==> config.mk <==
export PLATFORM = sky130hd
export DESIGN_NAME = alu_mult_sequencer
export DESIGN_NICKNAME = d
export VERILOG_FILES = /design/src/rtl/alu_mult_sequencer_pkg.sv /design/src/rtl/alu_mult_sequencer.sv
export SDC_FILE = /design/constraint.sdc
export NUM_CORES = 1
export LEC_CHECK = 0
export ABC_AREA = 1
export CORE_MARGIN = 5
export CORE_UTILIZATION = 50
export DETAILED_ROUTE_END_ITERATION = 6
export PLACE_DENSITY = 0.85
export SLEW_MARGIN = 10
export SYNTH_ARGS = -nofsm -noshare
export SYNTH_HDL_FRONTEND = slang
export SYNTH_SLANG_ARGS = --single-unit
export TNS_END_PERCENT = 1
==> constraint.sdc <==
create_clock -name Clock -period 4 [get_ports Clock]
set_input_delay 1.2 -clock Clock [delete_from_list [all_inputs] [get_ports Clock]]
set_output_delay 1.2 -clock Clock [all_outputs]
set_load 0.02 [all_outputs]
==> src/rtl/alu_mult_sequencer_pkg.sv <==
// Shared ALU function-select codes and flag bit positions for blocks that drive
// the 32-bit ArithmeticLogicUnit.
package alu_mult_sequencer_pkg;

    localparam logic [4:0] ALU_PASSA32 = 5'b10000;
    localparam logic [4:0] ALU_ADD32   = 5'b10100;
    localparam logic [4:0] ALU_LSL32   = 5'b11011;

    localparam int FLAG_Z = 3;
    localparam int FLAG_C = 2;
    localparam int FLAG_N = 1;
    localparam int FLAG_V = 0;

endpackage

==> src/rtl/alu_mult_sequencer.sv <==
// Shift-and-add unsigned multiplier controller that borrows the shared ALU for
// every add and shift, with a Start/Busy/Done handshake towards the parent.
module alu_mult_sequencer
    import alu_mult_sequencer_pkg::*;
#(
    parameter int WIDTH = 16
) (
    input  logic              Clock,
    input  logic              Reset,
    input  logic              Start,
    input  logic [WIDTH-1:0]  OpA,
    input  logic [WIDTH-1:0]  OpB,
    input  logic [31:0]       ALUOut,
    output logic [31:0]       ALU_A,
    output logic [31:0]       ALU_B,
    output logic [4:0]        ALU_FunSel,
    output logic              ALU_WF,
    output logic              Busy,
    output logic              Done,
    output logic [31:0]       Product
);

    typedef enum logic [2:0] {
        ST_IDLE = 3'd0,
        ST_ADD  = 3'd1,
        ST_SHF  = 3'd2,
        ST_FLG  = 3'd3,
        ST_DONE = 3'd4
    } state_t;

    state_t             r_state;
    state_t             w_next_state;
    logic [31:0]        r_p;
    logic [31:0]        r_m;
    logic [WIDTH-1:0]   r_q;
    logic [4:0]         r_cnt;
    logic [31:0]        r_product;
    logic [WIDTH-1:0]   w_q_shr;
    logic               w_last;

    assign w_q_shr = r_q >> 1;
    // Stop once no multiplier bits remain, or after the WIDTH-th shift.
    assign w_last  = (w_q_shr == '0) || (r_cnt == 5'(WIDTH - 1));
    assign Product = r_product;

    always_ff @(posedge Clock) begin
        if (Reset) begin
            r_state <= ST_IDLE;
        end else begin
            r_state <= w_next_state;
        end
    end

    always_comb begin
        w_next_state = r_state;
        case (r_state)
            ST_IDLE: begin
                if (Start) begin
                    w_next_state = (OpB != '0) ? ST_ADD : ST_FLG;
                end
            end
            ST_ADD:  w_next_state = ST_SHF;
            ST_SHF:  w_next_state = w_last ? ST_FLG : ST_ADD;
            ST_FLG:  w_next_state = ST_DONE;
            ST_DONE: w_next_state = ST_IDLE;
            default: w_next_state = ST_IDLE;
        endcase
    end

    always_comb begin
        ALU_A      = '0;
        ALU_B      = '0;
        ALU_FunSel = ALU_PASSA32;
        ALU_WF     = 1'b0;
        Busy       = (r_state != ST_IDLE);
        Done       = (r_state == ST_DONE);
        case (r_state)
            ST_ADD: begin
                if (r_q[0]) begin
                    ALU_A      = r_p;
                    ALU_B      = r_m;
                    ALU_FunSel = ALU_ADD32;
                end
            end
            ST_SHF: begin
                ALU_A      = r_m;
                ALU_FunSel = ALU_LSL32;
            end
            ST_FLG: begin
                // Pass the product through so the ALU's Z/N flags describe it.
                ALU_A      = r_p;
                ALU_FunSel = ALU_PASSA32;
                ALU_WF     = 1'b1;
            end
            default: ;
        endcase
    end

    always_ff @(posedge Clock) begin
        if (Reset) begin
            r_p       <= '0;
            r_m       <= '0;
            r_q       <= '0;
            r_cnt     <= '0;
            r_product <= '0;
        end else begin
            case (r_state)
                ST_IDLE: begin
                    if (Start) begin
                        r_p   <= '0;
                        r_m   <= 32'(OpA);
                        r_q   <= OpB;
                        r_cnt <= '0;
                    end
                end
                ST_ADD: begin
                    if (r_q[0]) begin
                        r_p <= ALUOut;
                    end
                end
                ST_SHF: begin
                    r_m   <= ALUOut;
                    r_q   <= w_q_shr;
                    r_cnt <= r_cnt + 5'd1;
                end
                ST_FLG: begin
                    r_product <= r_p;
                end
                default: ;
            endcase
        end
    end

endmodule
==> summary.txt <==
Outcome
  – Outcome: complete, no violations

Worst setup path
  – Worst Path Required: 2800 ps
  – Element type at the critical path end: output pin
  – Startpoint Class: register
  – Data arrival time of the critical path: 2740 ps
  – Peak fanout along the critical path: 54
  – Source of the worst register-to-register timing path: r_state[1]$_SDFFE_PP0P_
  – Critical path class: register to output pin
  – Source of the critical timing path: r_state[1]$_SDFFE_PP0P_

Synth
  – Number of distinct library cells after synthesis: 23
  – Share of the yosys chip area belonging to registers: 0.4481
  – Number of warning messages in the yosys log: 0
  – Synth area leader: dfxtp_1
  – Fraction of synthesized cell area taken by the top area cell type: 0.4481
  – Number of instances in the synthesized netlist: roughly 780
  – Top cells by area, synth: dfxtp_1, nand2_1, a21oi_1
  – Net count after synthesis: roughly 850
  – Cell area after synthesis: 0.005361 sq mm
  – Number of synthesized register bits: between 100 and 150
  – Avg Synthesized Cell Area: 6.856 sq um

Routing
  – First DRT Iteration DRCs: approximately 400
  – Number of DRC violations after detailed routing: 0
  – Number of antenna-violating nets in the routed design: 0
  – Via count of the routed design: 5683
  – Number of detailed-route iterations in the first pass: 5
  – Wire length reported by the detailed router: 16.77 mm
  – Routed wirelength normalized by instance count: 15.63 microns
  – Via density per instance: around 5.3

GRT
  – Pin count of the biggest net entering global routing: 66
  – Global-route wire length before repair: 26.74 mm
  – Vias in the first global route: about 5500
  – Antenna violations before repair: 0
  – GRT Overall Usage: 0.2558
  – GR Overflow Total: 0

Cells and area
  – Layout Nets: 993
  – Flip-flop and latch area: 0.002402 sq mm
  – Antenna Cells: 0
  – Layout cells sized above 1: 0.05977
  – Post-layout util: 0.7406
  – Combined area of the multi-input logic cells: 0.002439 sq mm
  – Number of fillers in the final layout: 798
  – Area growth syn-to-layout: 43.24%
  – Most frequent cells in the layout: nand2_1, clkdlybuf4s50_1, dfxtp_1
  – Commonest non-fill, non-tap cell in the layout: nand2_1

Timing
  – Final worst clock skew: 6.094 ps
  – Hold WS: 462.0 ps
  – Max frequency: 253.9 MHz
  – Actual slew at the worst max-slew pin: 1021 ps
  – RSZ-0062 raised after global routing: yes
  – Max Slew Vio Count: 0
  – Tightest slew margin relative to the limit: 0.3181
  – Final period utilization: 0.9845
  – Count of final setup violators: 0
  – Final critical delay including setup and external delays: about 3900 ps
  – Hold Fails Final Rpt: 0

Floorplanning
  – Die ar.: 0.01289 sq mm
  – Starting density of the core: 0.5170
  – Die width: 113.6 microns
  – Die Y: 113.6 microns
  – # rows: 37
  – Count of pins on the block boundary: 171
  – CORE AREA: between 0.01 and 0.015 sq mm

Placed design
  – Port bufs: 169
  – HPWL after detailed placement: 10.85 mm
  – GPL Wtd Cong: between 0.8 and 0.9

CTS
  – Clock-pin slew on the worst setup and hold paths: 60 ps
  – Clock Sinks: 120
  – Number of buffers added by the clock tree synthesis step: 17
  – Post-CTS Resized: 0
  – Number of levels in the clock H-tree: 4
  – Clk_lat worst skew: 510 ps
  – Post-CTS Setup Bufs: 0
  – Count of hold-fix buffers inserted at cts: 0
  – Root cell of the clock tree: clkbuf_8
  – Clock tree from TritonCTS: done
  – Longest Clk Path Bufs: 2

Min path
  – Tightest Hold Check Type: register to register
  – Launch point of the worst hold path: r_m[19]$_SDFFE_PP0P_

Pwr
  – Static leakage power: 2.889 nW
  – Power density over the cells: 455.8 mW/mm^2
  – Worst supply voltage drop on vdd: 317.0 uV

Job
  – Number of violations of the max-capacitance limit: 0
-- worst paths after layout --
check | to | slack, ps | cells past startpoint
min | r_m[19]$_SDFFE_PP0P_ | 460 | 2
max reg2reg | r_p[3]$_SDFFE_PP0P_ | 1460 | 9
max | ALU_FunSel[1] | 60 | 4
min reg2reg | r_m[19]$_SDFFE_PP0P_ | 460 | 2
-- report_power, final --
| group | internal [W] | switching (W) | total (W) |
|---|---|---|---|
| combinational | 0.000203 | 0.000326 | 0.000530 |
| clock | 0.00105 | 0.000570 | 0.00162 |
| sequential | 0.00129 | 0.0000589 | 0.00135 |
| total | 0.00255 | 0.000955 | 0.00350 |
-- through the flow --
| stage | power [W] | instance area [sq um] | instances | worst slack (ps) | TNS, ps |
|---|---|---|---|---|---|
| after global placement | 0.001881 | 7047 | 1041 | 695.6 | 0 |
| after global routing | 0.003638 | 7680 | 1073 | -41.27 | -258.5 |
| after detailed placement | 0.001889 | 7047 | 1041 | 637.7 | 0 |
| after CTS | 0.003503 | 7680 | 1073 | 85.30 | 0 |
| final | 0.003500 | 7680 | 1073 | 61.98 | 0 |
| after floorplan | 0.001704 | 5361 | 782 | 1298 | 0 |
-- cell usage after synthesis --
cell,number
buf_6,1
buf_1,5
nor2_2,3
nor3_4,1
conb_1,1
nor2_1,108
nand3_1,3
nand2_1,196
ha_1,2
inv_1,64
inv_2,3
dfxtp_1,120
buf_2,19
o221ai_1,14
nand2_2,2
o22ai_1,32
nor3_1,2
o211ai_1,1
clkbuf_1,27
a21oi_1,100
o21ai_1,13
buf_4,7
o21ai_0,58
-- sequential cells by signal, indices dropped and copies added, names as in the netlist --
signal / count
r_m: 32
r_cnt: 5
r_q: 16
r_p: 32
r_state: 3
Product: 32
-- layer usage --
metal	GRT usage	part of all wire	wire length, microns
met4	0.08894	0.021	350
met5	0	0	0
met2	0.4425	0.50	8349
met3	0.06578	0.074	1235
met1	0.3072	0.41	6834
-- cell families (layout without fill, tap and decap cells) --
logic type | after synthesis | in the layout | synth area share
and+or+nand+nor | 315 | 315 | 0.2264
other | 1 | 1 | 0.0006994
adders and majority gates | 2 | 2 | 0.004667
buffers and inverters | 126 | 281 | 0.09895
DFF | 120 | 120 | 0.4481
AOI/OAI and AO/OA | 218 | 218 | 0.2212
-- worst max-delay path: stages, from the launching register on --
cell             delay (ps)
dfxtp_1                 450
inv_2                   310
nor2_4                  190
buf_4                   530
clkdlybuf4s50_1         730
-- layout make-up --
type | count | area share
Inverter | 67 | 0.03275
Clock inverter | 13 | 0.02493
Multi-Input combinational cell | 536 | 0.3175
Timing Repair Buffer | 182 | 0.2323
Sequential cell | 120 | 0.3128
Clock buffer | 19 | 0.05751
Tap cell | 136 | 0.02216
No activity file was read; power rests on OpenSTA's default activity.
